`src/rtl/fpalu_mac_seq.sv`:
```
// fpalu_mac_seq: FIR tap MUL/ADD sequencer feeding a fixed-latency FPALU, folding products into an AL accumulator.
// Define FPALU_MAC_ZSKIP_EN to bypass the FPALU for taps with a zero mantissa operand.
module fpalu_mac_seq #(
  parameter int ALU_LAT = 4,
  parameter int CNT_W = 8
) (
  input  logic             clk,
  input  logic             rst,
  input  logic             in_valid,
  output logic             in_ready,
  input  logic             in_last,
  input  logic [16:0]      in_a,
  input  logic [16:0]      in_b,
  output logic             out_valid,
  input  logic             out_ready,
  output logic [28:0]      out_y,
  output logic [28:0]      alu_a,
  output logic [28:0]      alu_b,
  output logic             alu_add_muln,
  output logic             alu_clk_en,
  input  logic [28:0]      alu_y,
  output logic             busy,
  output logic [CNT_W-1:0] tap_cnt
);
  localparam int WW = $clog2(ALU_LAT);
  typedef enum logic [2:0] {IDLE, MUL_ISS, MUL_WAIT, ADD_ISS, ADD_WAIT, OUT} state_t;
  state_t state, state_d;
  logic [WW-1:0] wcnt;
  logic [28:0] acc, prod_n;
  logic acc_vld, last_r, psgn_r;
  logic accept, zero, skip, issue, wdone, mul_done, add_done, first, fold, fin;
  function automatic logic [28:0] pack(input logic [16:0] x);
    return {x[16], 1'b0, x[15:11], 11'b0, x[10:0]};
  endfunction
  assign in_ready = state == IDLE && !rst;
  assign busy = state != IDLE;
`ifdef FPALU_MAC_ZSKIP_EN
  assign zero = in_a[10:0] == '0 || in_b[10:0] == '0;
`else
  assign zero = 1'b0;
`endif
  always_ff @(posedge clk)
    if (rst) state <= IDLE;
    else state <= state_d;
  always_comb begin
    state_d = state;
    case (state)
      IDLE:     state_d = !accept ? IDLE : skip ? (in_last ? OUT : IDLE) : MUL_ISS;
      MUL_ISS:  state_d = MUL_WAIT;
      MUL_WAIT: state_d = !wdone ? MUL_WAIT : acc_vld ? ADD_ISS : last_r ? OUT : IDLE;
      ADD_ISS:  state_d = ADD_WAIT;
      ADD_WAIT: state_d = !wdone ? ADD_WAIT : last_r ? OUT : IDLE;
      OUT:      state_d = out_ready ? IDLE : OUT;
      default:  state_d = IDLE;
    endcase
  end
  // The MUL sign comes from the operand signs, never from alu_y[28].
  always_comb begin
    accept = in_valid & in_ready;
    skip = accept & zero;
    issue = accept & ~zero;
    wdone = wcnt == '0;
    mul_done = state == MUL_WAIT && wdone;
    add_done = state == ADD_WAIT && wdone;
    first = mul_done & ~acc_vld;
    fold = first | add_done | skip;
    fin = fold & (skip ? in_last : last_r);
    prod_n = {psgn_r, alu_y[27:0]};
  end
  always_ff @(posedge clk) begin
    if (rst) begin
      out_valid <= 1'b0;
      out_y <= '0;
      alu_a <= '0;
      alu_b <= '0;
      alu_add_muln <= 1'b0;
      alu_clk_en <= 1'b0;
      tap_cnt <= '0;
      acc <= '0;
      acc_vld <= 1'b0;
      last_r <= 1'b0;
      psgn_r <= 1'b0;
      wcnt <= '0;
    end else begin
      if (accept) begin
        last_r <= in_last;
        psgn_r <= in_a[16] ^ in_b[16];
      end
      if (issue) begin
        alu_a <= pack(in_a);
        alu_b <= pack(in_b);
        alu_add_muln <= 1'b0;
        alu_clk_en <= 1'b1;
      end
      if (mul_done && acc_vld) begin
        alu_a <= acc;
        alu_b <= prod_n;
        alu_add_muln <= 1'b1;
      end
      if (first || add_done) alu_clk_en <= 1'b0;
      if (first) begin
        acc <= prod_n;
        acc_vld <= 1'b1;
      end
      if (add_done) acc <= alu_y;
      if (state == MUL_ISS || state == ADD_ISS) wcnt <= WW'(ALU_LAT - 1);
      else if (state == MUL_WAIT || state == ADD_WAIT) wcnt <= wcnt - 1'b1;
      if (fold) tap_cnt <= tap_cnt + 1'b1;
      if (fin) begin
        out_valid <= 1'b1;
        out_y <= first ? prod_n : add_done ? alu_y : acc;
      end
      if (out_valid && out_ready) begin
        out_valid <= 1'b0;
        acc <= '0;
        acc_vld <= 1'b0;
        tap_cnt <= '0;
      end
    end
  end
endmodule

```
`config.mk`:
```
export PLATFORM = sky130hd
export DESIGN_NAME = fpalu_mac_seq
export DESIGN_NICKNAME = d
export VERILOG_FILES = /design/src/rtl/fpalu_mac_seq.sv
export SDC_FILE = /design/constraint.sdc
export NUM_CORES = 1
export LEC_CHECK = 0
export CORE_UTILIZATION = 49
export CTS_CLUSTER_DIAMETER = 150
export DETAILED_ROUTE_END_ITERATION = 8
export PLACE_DENSITY = 0.86
export RECOVER_POWER = 25
export SKIP_CTS_REPAIR_TIMING = 1
export SYNTH_ARGS = -nofsm -noshare
export SYNTH_HDL_FRONTEND = slang
export SYNTH_SLANG_ARGS = --single-unit
```
`constraint.sdc`:
```
create_clock -name clk -period 3.84 [get_ports clk]
set_clock_uncertainty 0.05 [all_clocks]
set_input_delay 0.576 -clock clk [delete_from_list [all_inputs] [get_ports clk]]
set_output_delay 0.576 -clock clk [all_outputs]
set_load 0.05 [all_outputs]
```
==> summary.txt, run 1 <==
Critical path
  • Crit path cell chain: nor4_4 -> clkbuf_1 -> and2_1 -> clkbuf_2 -> nand2_1 -> a311oi_1
  • Crit. End Element: flip-flop
  • CP Data Required Time: 4.20 ns
  • Family with the most delay on the worst path: buffers and inverters
  • Worst path max stage delay: 0.75 ns
  • Critical path class: reg -> reg
  • Worst Path Buf+Inv: 2
  • Crit path DAT: 3.45 ns
  • Crit path max fanout: 36
  • Reg2reg setup slack: between 0.7 and 0.8 ns
  • CP max-delay cell: clkbuf_1
  • Startpoint types: flip-flop

Synthesis
  • Seq/Total Area, Yosys: 49.4%
  • Count of cell types in the netlist: 42
  • Synth warn: 0
  • Synth area leader: dfxtp_1
  • Adder-cell share of the synthesized area: 0.457%
  • Avg Synthesized Cell Area: 8.25 µm²
  • Post-Synth XOR/XNOR Area: less than 1%
  • Synth Register Bits: about 140
  • Ys async rst share: 0%
  • Largest family of logic cells by synthesized area: simple AND/OR/NAND/NOR gates
  • Syn Inst Count: about 660
  • Post-synth top area share: 49.4%
  • Simple-gate portion of the synthesized area: 21.2%
  • Number of synthesized flops with an enable pin: 0
  • Syn_nets: 733
  • Synth top area cells: dfxtp_1, nand2_1, a21oi_1
  • Proportion of synthesized area in mux cells: 4.78%
  • Main synth FF type: dfxtp_1
  • Compound-gate portion of the synthesized area: 18.0%
  • List of most frequent post-synthesis cells: nand2_1, dfxtp_1, nor2_1
  • Top-count cell post-synth: nand2_1
  • Synth Cell Area: ~5500 µm²

Layout
  • Fraction of layout cells with a size suffix above 1: 5.75%
  • Layout Nets: between 800 and 900
  • Fill cells: 788
  • Antenna cells: 0
  • Layout Cell Area excl Fill: slightly below 8000 µm²
  • Register area: 2700 µm²
  • Synth-to-Final Area Change: 41.6%
  • Multi-input gate area: 2500 µm²

STA
  • Worst slew margin: -0.163%
  • TNS Setup: 0 ns
  • Final Hold Fails: 0
  • RSZ-0062 raised after global routing: false
  • Minimum clock period: 3.09 ns
  • Fmax: 323 MHz
  • Worst Tran Pin Value: about 1.5 ns
  • Final Cycle Share: 80.6%
  • Final setup violating endpoints: 0
  • Fin. max-slew vios: 32

GRT
  • Aggregate global-route resource usage: 28.6%
  • Grt ovf: 0
  • Vias in the first global route: approximately 5200
  • Initial antenna violation count: 0
  • Pin count of the biggest net entering global routing: between 90 and 100
  • First-pass GRT wire length: roughly 25 mm

Routing
  • DRC viols: 0
  • Antenna-violating nets left: 0
  • WL final: roughly 16 mm
  • Via density: 5.57
  • Wire length per cell: between 15 and 20 µm
  • Vias: 5336
  • TritonRoute pass-1 iters: 5
  • Initial DRC count: between 300 and 400

Pwr
  • PwrDens: 449 nW/µm²
  • Lkg Pwr: roughly 0.003 µW
  • Tot Pwr: 3470 µW
  • Worst VDD drop: approximately 280 µV

Min path
  • HP Class: in -> reg

Clocking
  • Max Root-Sink Buffers: 2
  • CTS H-tree lvls: 4
  • Root Driver: clkbuf_8
  • CTS tree: built
  • CTS clock-pin slew for the worst setup and hold paths: 0.05 ns
  • CTS Buf Count: 17
  • Clk sink count: 135
  • Clock latency on the worst-skew pair: approximately 0.52 ns

Die
  • Top Ports: 168
  • Row count: 38
  • Initial Util: around 50%
  • Die width: 108 µm
  • Core ar.: between 10000 and 15000 µm²
  • Total die area: 11600 µm²
  • Die height: roughly 110 µm

Place
  • Final RePlAce weighted congestion: 0.888
  • Hpwl dp: 10.8 mm
  • Placed cell areas: 7160 µm²
  • I/O Buffers: 167

Job
  • Max Cap Viol: 1

Run status
  • Status: complete, but fails checks
  • Failing checks: capacitance limit, slew limit
-- logic make-up after synthesis --
group                    after synthesis
flip-flops                           135
multiplexers                          26
buffers and inverters                 59
AND/OR/NAND/NOR                      287
adder cells (fa/ha/maj)                2
AO/OA/AOI/OAI                        148
XOR/XNOR                               6
-- metal layers --
metal / wire length, µm / GRT usage [%]
met2: 8070 / 48.8
met1: 6370 / 32.8
met3: 1200 / 8.54
met5: 0 / 0
met4: 452 / 13.2
-- final timing paths --
path	start	endpoint	cells past startpoint
max	state[2]	alu_b[28]	6
min	rst	alu_add_muln	2
max reg2reg	state[2]	alu_b[28]	6
min reg2reg	out_y[25]	out_y[25]	2
-- cell usage in the layout (no fill, tap or decap), types with 2 or more instances in the layout --
cell             netlist  routed
o211ai_1               6       6
bufinv_16              0       3
or3_1                  3       3
clkinv_2               0       5
clkbuf_1              26       3
xnor2_1                2       2
clkbuf_16              0      16
nor2_1                74      74
nor2b_1                2       3
o21ai_0                6       6
mux2i_1               25      25
dlygate4sd3_1          0      22
xor2_1                 4       4
dfxtp_1              135     135
nor3_1                 2       2
a21boi_0              24      24
nand3_1                3       2
a211oi_1               3       3
a311oi_1              35      35
and3_1                 2       2
clkdlybuf4s50_1        0     144
inv_1                  5       5
buf_4                  4       8
ha_1                   2       2
nand3b_1               2       2
a21o_1                 3       3
a21oi_1               64      64
clkbuf_8               0       5
nand2_1              191     191
-- state kept, by name, summed over array words and instances (netlist names), 2 cells and up --
register  count
acc          29
alu_a        29
alu_b        29
out_y        29
tap_cnt       8
state         3
wcnt          2
-- where the power goes --
part           internal, µW  switching, µW  leakage, µW
clock                  1050            571     0.000296
combinational           148            239      0.00162
sequential             1440           28.0      0.00109
-- through the flow --
| step | utilization, % | hold slack (ns) | setup WS (ns) | instances |
|---|---|---|---|---|
| finish | 71.5 | 0.245 | 0.746 | 958 |
| global placement | 66.1 | 0.393 | 1.35 | 927 |
| detailed placement | 66.1 | 0.395 | 1.29 | 927 |
| global route | 71.5 | 0.241 | 0.524 | 958 |
| CTS | 71.6 | 0.226 | 0.937 | 958 |
| floorplan | - | 0.386 | 1.62 | 663 |
-- final cells by class --
type                       count  share of cell area [%]
timing repair buffer         178                    22.6
sequential                   135                    34.9
multi-input combinational    469                    32.3
clock inverter                 9                    1.58
tap                          140                    2.26
inverter                       5                   0.242
clock buffer                  22                    6.10
No activity file was read; power rests on OpenSTA's default activity.
==> run 2, diff against run 1 <==
--- a/config.mk
+++ b/config.mk
@@ -5,10 +5,10 @@
 export SDC_FILE = /design/constraint.sdc
 export NUM_CORES = 1
 export LEC_CHECK = 0
-export CORE_UTILIZATION = 49
+export CORE_UTILIZATION = 42
 export CTS_CLUSTER_DIAMETER = 150
 export DETAILED_ROUTE_END_ITERATION = 8
-export PLACE_DENSITY = 0.86
+export PLACE_DENSITY = 0.79
 export RECOVER_POWER = 25
 export SKIP_CTS_REPAIR_TIMING = 1
 export SYNTH_ARGS = -nofsm -noshare
==> constraint.sdc (replaced) <==
create_clock -name clk -period 2.8 [get_ports clk]
set_clock_uncertainty 0.05 [all_clocks]
set_input_delay 0.42 -clock clk [delete_from_list [all_inputs] [get_ports clk]]
set_output_delay 0.42 -clock clk [all_outputs]
set_load 0.05 [all_outputs]
==> run 2 against run 1 <==
The flow now finishes without violations; setup slack got worse by 0.45 ns; sequential power grew 37%; count of clock-buffer cells in the layout grew 1; combinational power is 36% higher; die area increased by 16%; global-route usage down 4.6 points; cell area grew 0.47%; core utilization down 10 points; worst hold slack better by 0.062 ns; critical path depth fell by 3; register-to-register slack lost 0.24 ns; first-iteration DRC count down 17%; critical endpoint is now in_ready.
==> summary.txt, run 2 (synthesis gave the netlist of run 1 again) <==
STA
  • RSZ-0062 raised after global routing: false (unchanged)
  • Minimum clock period: ~2.5 ns
  • Setup slack after layout: 0.295 ns (was 0.746 ns)
  • Final setup violating endpoints: 0 (unchanged)
  • TNS Setup: 0 ns (unchanged)
  • Worst Tran Pin Value: 1.03 ns (was 1.50 ns)
  • Fmax: 399 MHz
  • Final Hold Fails: 0 (unchanged)
  • Worst slew margin: 31.3% (was -0.163%)
  • Final Cycle Share: 89.5%
  • Fin. max-slew vios: 0 (was 32)

Layout
  • Most frequent cells in the layout: nand2_1, dfxtp_1, clkdlybuf4s50_1, nor2_1, a21oi_1 (was nand2_1, clkdlybuf4s50_1, dfxtp_1, nor2_1, a21oi_1)
  • Fraction of layout cells with a size suffix above 1: 5.95% (was 5.75%)
  • Multi-input gate area: 2480 µm² (was 2500 µm²)
  • Layout Cell Area excl Fill: 7780 µm² (was 7750 µm²)
  • Register area: 2700 µm² (unchanged)
  • Antenna cells: 0 (unchanged)
  • Most common cell after layout, fill and taps aside: nand2_1 (unchanged)
  • Layout Nets: 884 (was 876)
  • Fill cells: 1120 (was 788)
  • Synth-to-Final Area Change: 42.3% (was 41.6%)

GRT
  • Initial antenna violation count: 0 (unchanged)
  • Grt ovf: 0 (unchanged)
  • Vias in the first global route: 4834 (was 5187)
  • First-pass GRT wire length: 24.9 mm (was 25.4 mm)
  • Aggregate global-route resource usage: 24.0% (was 28.6%)
  • Pin count of the biggest net entering global routing: 96 (was 91)

Place
  • I/O Buffers: 167 (unchanged)
  • Placed cell areas: 7290 µm² (was 7160 µm²)
  • Hpwl dp: 10.1 mm (was 10.8 mm)
  • Final RePlAce weighted congestion: 0.776 (was 0.888)
  • Place WS: 0.580 ns (was 1.29 ns)

Clocking
  • Root Driver: clkbuf_16 (was clkbuf_8)
  • CTS Buf Count: 17 (unchanged)
  • Clk sink count: 135 (unchanged)
  • CTS clock-pin slew for the worst setup and hold paths: 0.05 ns (about the same)
  • Max Root-Sink Buffers: 2 (unchanged)
  • CTS H-tree lvls: 4 (unchanged)
  • CTS tree: built (unchanged)
  • Clock latency on the worst-skew pair: 0.42 ns (was 0.52 ns)

Die
  • Die width: 116 µm (was 108 µm)
  • Total die area: 13500 µm² (was 11600 µm²)
  • Top Ports: 168 (unchanged)
  • Die height: 116 µm (was 108 µm)
  • Row count: 41 (was 38)
  • Core ar.: 12700 µm² (was 10800 µm²)
  • Initial Util: 43.2% (was 50.5%)

Critical path
  • Crit path DAT: 2.04 ns (was 3.45 ns)
  • Reg2reg setup slack: 0.51 ns (was 0.75 ns)
  • R2r startpoint: state[2] (unchanged)
  • Reg2reg end: alu_a[26] (was alu_b[28])
  • Crit path to: in_ready (was alu_b[28])
  • Crit. End Element: output port (was flip-flop)
  • Crit path max fanout: 26 (was 36)
  • Critical path class: reg -> out (was reg -> reg)
  • Startpoint types: flip-flop (unchanged)
  • CP Data Required Time: 2.33 ns (was 4.20 ns)
  • FF-to-FF path depth: 6 (unchanged)
  • Worst Setup SP: state[2] (unchanged)

Pwr
  • Worst VDD drop: 423 µV (was 275 µV)
  • Lkg Pwr: 0.00306 µW (was 0.00301 µW)
  • PwrDens: 586 nW/µm² (was 449 nW/µm²)

Routing
  • Wire length per cell: 15.5 µm (was 16.8 µm)
  • Antenna-violating nets left: 0 (unchanged)
  • Initial DRC count: 305 (was 367)
  • TritonRoute pass-1 iters: 4 (was 5)
  • Vias: 5130 (was 5336)
  • Via density: 5.16 (was 5.57)
  • DRC viols: 0 (unchanged)
  • WL final: 15.5 mm (was 16.1 mm)

Job
  • Max Cap Viol: 0 (was 1)

Run status
  • Status: finished clean (was complete, but fails checks)

Min path
  • HP Class: in -> reg (unchanged)
## run 2: changes by cell type in the layout (fill, tap and decap cells not counted), sizes merged
cell,previous run,this run
clkinvlp,1,0
bufinv,3,1
dlygate4sd3,22,33
clkdlybuf4s50,144,132
clkinv,5,4
clkbuf,25,26
buf,9,18
## run 2: final cells by class
class                   count  share of cell area, %
inverters                   5                  0.241
flip-flops and latches    135                   34.7
well taps                 172                   2.76
clock buffers              23                   6.14
multi-input cells         469                   31.9
clock inverters             5                  0.643
repair buffers            186                   23.6
## run 2: per-layer routing
layer | share of wire [%] | GRT usage, % | vias to the layer above
li1 | - | - | 2545
met1 | 46 | 31.9 | 2409
met2 | 46 | 36.4 | 148
met3 | 5.6 | 7.58 | 28
met4 | 2.3 | 9.23 | 0
met5 | 0 | 0 | -
## run 2: how the worst min path moves through the flow
stage                   from         end  depth (start not counted)
global placement    out_y[7]    out_y[7]                          2
global route             rst  tap_cnt[2]                          3
detailed placement   acc[21]     acc[21]                          2
finish                   rst  tap_cnt[2]                          3
floorplan            acc[11]     acc[11]                          2
CTS                      rst  tap_cnt[2]                          3
## run 2: through the flow
step,util [%],hold WS [ns],total power [µW],cells
5_1_grt,61.4,0.335,4720,995
3_5_place_dp,57.5,0.396,2590,967
4_1_cts,61.7,0.311,4610,995
2_1_floorplan,-,0.386,2340,663
3_3_place_gp,57.5,0.391,2590,967
6_report,61.4,0.308,4560,995
## run 2: critical path, cell delays in order, from the launching register on
cell	delay (ns)
dfxtp_1	0.42
nor4_1	0.47
clkbuf_2	0.52
buf_12	0.21
## run 2: report_power, final
part	leakage (µW)	total, µW	switching, µW	internal, µW
clock	0.000264	2020	761	1260
sequential	0.00109	2010	35.9	1980
combinational	0.00170	528	323	206
total	0.00306	4560	1120	3440
==> run 3, diff against run 2 <==
--- a/config.mk
+++ b/config.mk
@@ -5,10 +5,11 @@
 export SDC_FILE = /design/constraint.sdc
 export NUM_CORES = 1
 export LEC_CHECK = 0
-export CORE_UTILIZATION = 42
+export CAP_MARGIN = 10
+export CORE_UTILIZATION = 35
 export CTS_CLUSTER_DIAMETER = 150
 export DETAILED_ROUTE_END_ITERATION = 8
-export PLACE_DENSITY = 0.79
+export PLACE_DENSITY = 0.68
 export RECOVER_POWER = 25
 export SKIP_CTS_REPAIR_TIMING = 1
 export SYNTH_ARGS = -nofsm -noshare
==> run 3 against run 2 <==
Worst hold slack better by 0.089 ns; cell count is 1.7% higher; first-iteration DRC count is 17% higher; setup slack better by 0.071 ns; sequential cell count stayed put; non-clock buffer count is 3 lower; sequential power hardly changed; combinational power hardly changed; critical path depth is 2 higher; global-route usage is 3.4 points lower; critical path type is now reg -> reg; highest routed layer unchanged.
==> summary.txt, run 3 (synthesis gave the netlist of run 1 again) <==
Place
  • Place WS: 0.474 ns (was 0.580 ns)
  • I/O Buffers: 167 (unchanged)
  • Cell count after placement: 980 (was 967)
  • Final RePlAce weighted congestion: 0.794 (was 0.776)
  • Hpwl dp: 10.5 mm (was 10.1 mm)

Die
  • Top Ports: 168 (unchanged)
  • Row count: 45 (was 41)
  • Core ar.: 15200 µm² (was 12700 µm²)
  • Total die area: 16100 µm² (was 13500 µm²)
  • Die width: 127 µm (was 116 µm)
  • Initial Util: 36.0% (was 43.2%)
  • Die height: 127 µm (was 116 µm)

Layout
  • Layout Nets: 881 (was 884)
  • Register area: 2700 µm² (unchanged)
  • Most frequent cells in the layout: nand2_1, dfxtp_1, clkdlybuf4s50_1, nor2_1, a21oi_1 (unchanged)
  • Synth-to-Final Area Change: 45.1% (was 42.3%)
  • Multi-input gate area: 2490 µm² (was 2480 µm²)
  • Antenna cells: 0 (unchanged)
  • Most common cell after layout, fill and taps aside: nand2_1 (unchanged)
  • Post-Layout Cell Count: 1012 (was 995)
  • Fraction of layout cells with a size suffix above 1: 6.67% (was 5.95%)
  • Fill cells: 1414 (was 1120)

Critical path
  • CP Data Required Time: 3.06 ns (was 2.33 ns)
  • R2r startpoint: state[2] (unchanged)
  • Reg2reg end: out_y[28] (was alu_a[26])
  • Reg2reg setup slack: 0.37 ns (was 0.51 ns)
  • Startpoint types: flip-flop (unchanged)
  • Crit path DAT: 2.70 ns (was 2.04 ns)
  • Crit. End Element: flip-flop (was output port)
  • Crit path to: out_y[28] (was in_ready)
  • Worst Setup SP: state[2] (unchanged)
  • Crit path max fanout: 16 (was 26)
  • FF-to-FF path depth: 5 (was 6)
  • Critical path class: reg -> reg (was reg -> out)

Clocking
  • Clock latency on the worst-skew pair: 0.42 ns (about the same)
  • Max Root-Sink Buffers: 2 (unchanged)
  • CTS H-tree lvls: 4 (unchanged)
  • Root Driver: clkbuf_16 (unchanged)
  • CTS tree: built (unchanged)
  • Clk sink count: 135 (unchanged)
  • CTS Buf Count: 17 (unchanged)
  • CTS clock-pin slew for the worst setup and hold paths: 0.06 ns (was 0.05 ns)

STA
  • Final Cycle Share: 86.9% (was 89.5%)
  • RSZ-0062 raised after global routing: false (unchanged)
  • Fmax: 411 MHz (was 399 MHz)
  • TNS Setup: 0 ns (unchanged)
  • Final Hold Fails: 0 (unchanged)
  • Fin. max-slew vios: 0 (unchanged)
  • Setup slack after layout: 0.366 ns (was 0.295 ns)
  • Worst slew margin: 31.1% (was 31.3%)
  • Final setup violating endpoints: 0 (unchanged)
  • Worst Tran Pin Value: 1.03 ns (about the same)
  • Minimum clock period: 2.43 ns (was 2.51 ns)

Job
  • Max Cap Viol: 0 (unchanged)

Routing
  • TritonRoute pass-1 iters: 5 (was 4)
  • Highest Signal Layer: met4 (unchanged)
  • Metal3 WL: 964 µm (was 865 µm)
  • Initial DRC count: 358 (was 305)
  • Wire length per cell: 15.8 µm (was 15.5 µm)
  • WL final: 16.0 mm (was 15.5 mm)
  • Vias: 5081 (was 5130)
  • DRC viols: 0 (unchanged)
  • Antenna-violating nets left: 0 (unchanged)
  • Met1 wire length: 7.12 mm (was 7.17 mm)
  • Via density: 5.02 (was 5.16)
  • Metal2 WL: 7.55 mm (was 7.08 mm)

GRT
  • First-pass GRT wire length: 25.6 mm (was 24.9 mm)
  • Initial antenna violation count: 0 (unchanged)
  • Pin count of the biggest net entering global routing: 96 (unchanged)
  • Grt ovf: 0 (unchanged)
  • Aggregate global-route resource usage: 20.6% (was 24.0%)
  • Vias in the first global route: 4795 (was 4834)

Pwr
  • Worst VDD drop: 430 µV (was 423 µV)
  • PwrDens: 640 nW/µm² (was 586 nW/µm²)
  • Lkg Pwr: 0.00313 µW (was 0.00306 µW)
  • Tot Pwr: 5080 µW (was 4560 µW)

Run status
  • Status: finished clean (unchanged)

Min path
  • HP Class: in -> reg (unchanged)
[run 3: changes by cell type in the layout (fill, tap and decap cells not counted), sizes merged, moves of 2 or more]
| cell | previous run | this run |
|---|---|---|
| buf | 18 | 16 |
| dlygate4sd3 | 33 | 39 |
| bufinv | 1 | 6 |
| clkbuf | 26 | 19 |
| clkdlybuf4s50 | 132 | 126 |
| clkinvlp | 0 | 3 |
[run 3: metal layers]
layer	global-route usage (%)	up-vias
li1	-	2544
met1	25.9	2374
met2	32.5	140
met3	6.03	23
met4	9.59	0
met5	0	-
[run 3: worst min path at each step]
stage              from         end  slack, ns  cells past startpoint
2_1_floorplan   acc[11]     acc[11]       0.39                      2
3_3_place_gp   out_y[1]    out_y[1]       0.39                      2
3_5_place_dp   out_y[6]    out_y[6]       0.40                      2
4_1_cts             rst  tap_cnt[2]       0.40                      3
5_1_grt             rst  tap_cnt[2]       0.39                      3
6_report            rst  tap_cnt[2]       0.40                      3
[run 3: per-stage QoR]
stage	area [µm²]	hold WS (ns)	util, %
4_1_cts	7960	0.396	52.4
6_report	7940	0.397	52.2
3_5_place_dp	7280	0.397	47.9
5_1_grt	7940	0.389	52.2
2_1_floorplan	5470	0.386	-
3_3_place_gp	7280	0.391	47.9
[run 3: area by class of cell]
class	instances	share of cell area [%]
Clock inverter	15	3.17
Tap cell	188	2.96
Sequential cell	135	34.0
Multi-Input combinational cell	469	31.3
Inverter	5	0.236
Timing Repair Buffer	183	22.9
Clock buffer	17	5.36
[run 3: worst max-delay path: stages (launching register included)]
cell and delay (ns):
dfxtp_1 0.56, nor2b_1 0.87, o211a_1 0.30, buf_4 0.24
nor2_1 0.07, a311oi_1 0.25
[run 3: power breakdown]
| part | switching, µW | internal [µW] | total (µW) | leakage (µW) |
|---|---|---|---|---|
| Sequential | 35.2 | 1970 | 2010 | 0.00109 |
| Combinational | 325 | 205 | 530 | 0.00172 |
| Clock | 867 | 1680 | 2540 | 0.000320 |
==> edit 1, RTL diff (config.mk and constraints of run 2) <==
Make the reset (`rst`) asynchronous in 2 clocked blocks.
--- a/src/rtl/fpalu_mac_seq.sv
+++ b/src/rtl/fpalu_mac_seq.sv
@@ -39,7 +39,7 @@
 `else
   assign zero = 1'b0;
 `endif
-  always_ff @(posedge clk)
+  always_ff @(posedge clk or posedge rst)
     if (rst) state <= IDLE;
     else state <= state_d;
   always_comb begin
@@ -67,7 +67,7 @@
     fin = fold & (skip ? in_last : last_r);
     prod_n = {psgn_r, alu_y[27:0]};
   end
-  always_ff @(posedge clk) begin
+  always_ff @(posedge clk or posedge rst) begin
     if (rst) begin
       out_valid <= 1'b0;
       out_y <= '0;
Formal check against the unedited RTL: differs if rst is asserted again (counterexample within 4 cycles, from zero or initial values and one cycle with rst high); with rst held inactive, the same outputs for 10 cycles.
==> edit 1 against run 2 <==
The flow now finishes with violations (max-capacitance violations, max-slew violations). Non-clock buffer count down 9. Synthesized area up 4.8%. Critical path depth down 1. Wire length up 3.3%. Sequential cell count unchanged. Sequential share of layout area up 6.7 points. Core utilization down 0.16 points. Worst setup slack better by 4.5 ps. Design area up 4.7%. Critical path type unchanged.
Power is not compared: it rests on default switching activity, and its combinational part moved more than twofold at a synthesized area within 25%.
==> edit 1: results (changes against run 2) <==
- The flow ran to the end, but the final reports show violations.
- The checks that failed: max-capacitance violations, max-slew violations.
- The setup slack on the worst flop-to-flop path is 640 ps (+130 ps).
- The number of max-cap violations is 1 (+1).
- The total count of max-transition violations in the final report is 136 (+136).
- The commonest cells after synthesis are sky130_fd_sc_hd__nand2_1, sky130_fd_sc_hd__dfrtp_1, sky130_fd_sc_hd__a21oi_1.
- The fill cell total of the finished layout is 1071 (-4.4%).
- The actual transition at the worst max-transition pin is 1820 ps (+793 ps).
- The routability-driven placement congestion ratio is 0.851 (+9.6%).
- The peak fanout along the critical path is 12 (-54%).
- The count of cells along the worst register-to-register path is 5 (-1).
- The sequential share of the synthesized area is 58.9% (+9.5 points).
- The number of different library cells in the post-synthesis netlist is 40 (-4.8%).
- The overall routing resource usage is 23.5% (-0.52 points).
- The placed wire-length estimate is 10500 um (+3.2%).
- The total routed wire length on the met1 layer is 6680 um (-6.8%).
- After synthesis, the cell types taking the most area are sky130_fd_sc_hd__dfrtp_1, sky130_fd_sc_hd__nand2_1, sky130_fd_sc_hd__a21oi_1, sky130_fd_sc_hd__mux2_1, sky130_fd_sc_hd__nor2_1.
- The via count of the first global-routing pass came to 5012 (+3.7%).
- The capturing point of the worst reg2reg path is acc[1].
- The XOR/XNOR share of the synthesized area is 0.916% (-0.044 points).
- The worst setup path endpoint is busy.
- The first-pass GRT wire length was 25800 um (+3.5%).
- The highest-delay cell along the critical path is sky130_fd_sc_hd__clkdlybuf4s50_1.
- The post-synthesis adder-cell area fraction was 0.655% (+0.20 points).
- The number of DRC markers in iteration 0 is 339 (+11%).
- The path class of the tightest hold or removal check is reg -> reg.
- The biggest cell delay along the critical path is 700 ps (+180 ps).
- The layout cell share with drive strength beyond 1 is 6.60% (+0.64 points).
- The total wire length after detailed routing is 16000 um (+3.3%).
- The shortest clock period the worst path allows after layout is 2500 ps (-4.52 ps).
- The sum of met3 wire segment lengths after detailed routing is 1200 um (+38%).
- The share of synthesized registers carrying an async set or reset came to 100% (+100 points).
- The final-stage net count is 816 (-7.7%).
- The net count after synthesis is 661 (-9.8%).
- The maximum number of pins on one net before global-route repair is 136 (+42%).
- The synthesized-area fraction occupied by ao, oa, aoi and oai cells is 11.7% (-6.3 points).
- The multiplexer share of the synthesized area is 6.22% (+1.4 points).
- The average via count per standard cell is 5.28 (+2.4%).
- In this run the worst setup path begins at state[0].
- The sum of met2 wire segment lengths after detailed routing was 7870 um (+11%).
[edit 1: cells by family after synthesis]
family          count (synthesis)
simple gates                  243
flops                         135
compound gates                125
buf+inv                        46
mux                            32
xor+xnor                        6
fa+ha+maj                       3
[edit 1: worst min-delay path by stage]
stage	startpoint	end	slack [ps]
finish	acc[21]	alu_a[21]	420
global route	acc[21]	alu_a[21]	440
CTS	acc[21]	alu_a[21]	420
detailed placement	acc[21]	alu_a[21]	410
global placement	acc[13]	alu_a[13]	400
floorplan	acc[11]	alu_a[11]	390
[edit 1: metal layers]
layer  up-vias  global-route usage [%]
li1       2289                       -
met1      2408                    28.7
met2       211                    40.2
met3        24                    5.65
met4         0                    8.78
met5         -                       0
[edit 1: power by group through the flow]
stage / registers [mW] / clock network, mW / logic [mW]
global placement: 3.27 / 0 / 4.52
finish: 3.31 / 2.27 / 4.61
global route: 3.42 / 2.38 / 4.85
CTS: 3.31 / 2.30 / 4.64
floorplan: 5.12 / 0 / 1.18
detailed placement: 3.33 / 0 / 4.62
[edit 1: layout make-up]
cell class                 instances  area [um^2]  area share [%]
tap                              176          220            2.70
sequential                       135         3380            41.5
timing repair buffer             177         1770            21.7
inverter                           5         22.5           0.276
multi-input combinational        409         2150            26.4
clock buffer                      20          457            5.61
clock inverter                    12          150            1.84
[edit 1: critical path: cells and delay by family (launching register included)]
family,cells,cell delay [ps]
AND/OR/NAND/NOR,1,410
flip-flops,1,510
buffers and inverters,1,700
[edit 1: metrics by stage]
step | cell area (um^2) | std cells
2_1_floorplan | 5740 | 590
3_3_place_gp | 7550 | 902
3_5_place_dp | 7550 | 902
4_1_cts | 8160 | 934
5_1_grt | 8150 | 934
6_report | 8150 | 934
==> edit 2, RTL diff (flow settings as in run 2) <==
Made on the original files. Add a define of `FPALU_MAC_ZSKIP_EN`.
--- a/src/rtl/fpalu_mac_seq.sv
+++ b/src/rtl/fpalu_mac_seq.sv
@@ -1,5 +1,7 @@
 // fpalu_mac_seq: FIR tap MUL/ADD sequencer feeding a fixed-latency FPALU, folding products into an AL accumulator.
 // Define FPALU_MAC_ZSKIP_EN to bypass the FPALU for taps with a zero mantissa operand.
+`define FPALU_MAC_ZSKIP_EN
+
 module fpalu_mac_seq #(
   parameter int ALU_LAT = 4,
   parameter int CNT_W = 8
Behaviour: not the same (Yosys sat finds a counterexample within 4 cycles, from zero or initial values and one cycle with rst high).
==> edit 2 against run 2 <==
Sequential share of layout area is 0.14 points lower. Design area is 0.42% higher. Power up 8.6%. Clock power is 15% higher. Worst setup slack got worse by 4.3 ps. Combinational power rose by 14%. Synthesized area fell by 0.30%. Maximum frequency down 0.17%. Register-to-register slack worse by 150 ps. Sequential cell count stayed put. Count of clock-buffer cells in the layout is 1 lower. Wire length grew 1.7%. Highest routed layer unchanged.
==> edit 2: results (changes against run 2) <==
- The run finished with clean final reports.
- The net count after synthesis is 678 (-7.5%).
- The shortest clock period the worst path allows after layout was 2510 ps (+4.26 ps).
- The fill cell total of the finished layout was 1072 (-4.3%).
- The number of DRC markers in iteration 0 is 471 (+54%).
- The actual transition at the worst max-transition pin is 1310 ps (+277 ps).
- After synthesis, the cell types taking the most area are sky130_fd_sc_hd__dfxtp_1, sky130_fd_sc_hd__nor2_1, sky130_fd_sc_hd__nand2_1, sky130_fd_sc_hd__mux2i_1, sky130_fd_sc_hd__a311oi_1.
- Ranked by instance count, the synthesized netlist is headed by sky130_fd_sc_hd__dfxtp_1, sky130_fd_sc_hd__nor2_1, sky130_fd_sc_hd__nand2_1.
- The routability-driven placement congestion ratio is 0.842 (+8.5%).
- The met3 capacity usage during global routing is 8.42% (+0.84 points).
- The startpoint of the worst register-to-register path is state[1].
- The maximum VDD drop is 0.454 mV (+7.3%).
- The final-stage net count is 830 (-6.1%).
- The worst path arrival time is 2700 ps (+660 ps).
- The met2 layer usage reported by global route is 39.8% (+3.5 points).
- The startpoint of the most critical setup path is in_b[0].
- The capturing point of the worst reg2reg path is tap_cnt[0].
- The count of input and output buffers is 167 (unchanged).
- The count of cells along the worst register-to-register path is 4 (-2).
- The number of different library cells in the post-synthesis netlist is 49 (+17%).
- The switching power share of the total is 24.0% (-0.58 points).
- The maximum number of pins on one net before global-route repair is 94 (-2.1%).
- The worst setup path endpoint is alu_b[7].
- The post-synthesis adder-cell area fraction came to 0.459% (+0.0014 points).
- The overall routing resource usage was 23.7% (-0.27 points).
- The startpoint-to-endpoint class of the critical path is in -> reg.
- The kind of cell adding the most delay to the critical path is simple AND/OR/NAND/NOR gates.
- The cell area reported after detailed placement came to 7220 um^2 (-0.89%).
- The met1 demand-to-capacity share in global routing was 28.2% (-3.7 points).
- The pre-CTS setup slack came to 144 ps (-436 ps).
- The worst hold slack is 291 ps (-16.5 ps).
- The XOR/XNOR share of the synthesized area is 0.321% (-0.64 points).
- The average via count per standard cell is 5.44 (+5.6%).
- The multiplexer share of the synthesized area is 5.50% (+0.73 points).
- The sequential share of the synthesized area is 49.5% (+0.15 points).
- The placed wire-length estimate is 10800 um (+6.7%).
- The first-pass GRT wire length was 24700 um (-0.67%).
- The post-layout instance count excluding filler cells was 943 (-5.2%).
- The biggest cell delay along the critical path is 570 ps (+50 ps).
- The synthesized-area fraction occupied by ao, oa, aoi and oai cells is 19.2% (+1.2 points).
- The peak fanout along the critical path came to 68 (+160%).
- The mean cell area of the mapped netlist is 8.97 um^2 (+8.7%).
- The setup slack on the worst flop-to-flop path is 360 ps (-150 ps).
- The via count of the first global-routing pass came to 5126 (+6.0%).
-- edit 2: cell count changes after synthesis, moves of 23 or more --
| cell | change |
|---|---|
| sky130_fd_sc_hd__a22oi_1 | +23 |
| sky130_fd_sc_hd__a21oi_1 | -47 |
| sky130_fd_sc_hd__a21boi_0 | -23 |
| sky130_fd_sc_hd__a211oi_1 | +26 |
| sky130_fd_sc_hd__nand2_1 | -107 |
| sky130_fd_sc_hd__nor3_1 | +33 |
-- edit 2: worst min path at each step --
| stage | from | to | cells after the start |
|---|---|---|---|
| after floorplan | acc[10] | alu_a[10] | 2 |
| after global placement | tap_cnt[5] | tap_cnt[5] | 2 |
| after detailed placement | acc[24] | alu_a[24] | 2 |
| after CTS | rst | out_y[28] | 3 |
| after global routing | rst | out_y[28] | 3 |
| final | rst | out_y[28] | 3 |
-- edit 2: final cells by class --
type	count	area, um^2	share of cell area (%)
Clock buffer	22	474	6.07
Clock inverter	8	146	1.87
Inverter	7	26.3	0.336
Multi-Input combinational cell	415	2440	31.2
Sequential cell	135	2700	34.6
Tap cell	172	215	2.75
Timing Repair Buffer	184	1810	23.2
-- edit 2: power by group through the flow --
stage                     Combinational [mW]  Sequential, mW  Clock (mW)
after floorplan                        0.217            2.21           0
after global placement                 0.598            2.06           0
after detailed placement               0.610            2.06           0
after CTS                              0.615            2.02        2.37
after global routing                   0.640            2.03        2.44
final                                  0.601            2.02        2.33
-- edit 2: routing by layer --
layer  vias to the layer above  share of wire, %
li1                       2475                 -
met1                      2425                42
met2                       215                48
met3                        17               8.6
met4                         0              0.97
met5                         -                 0
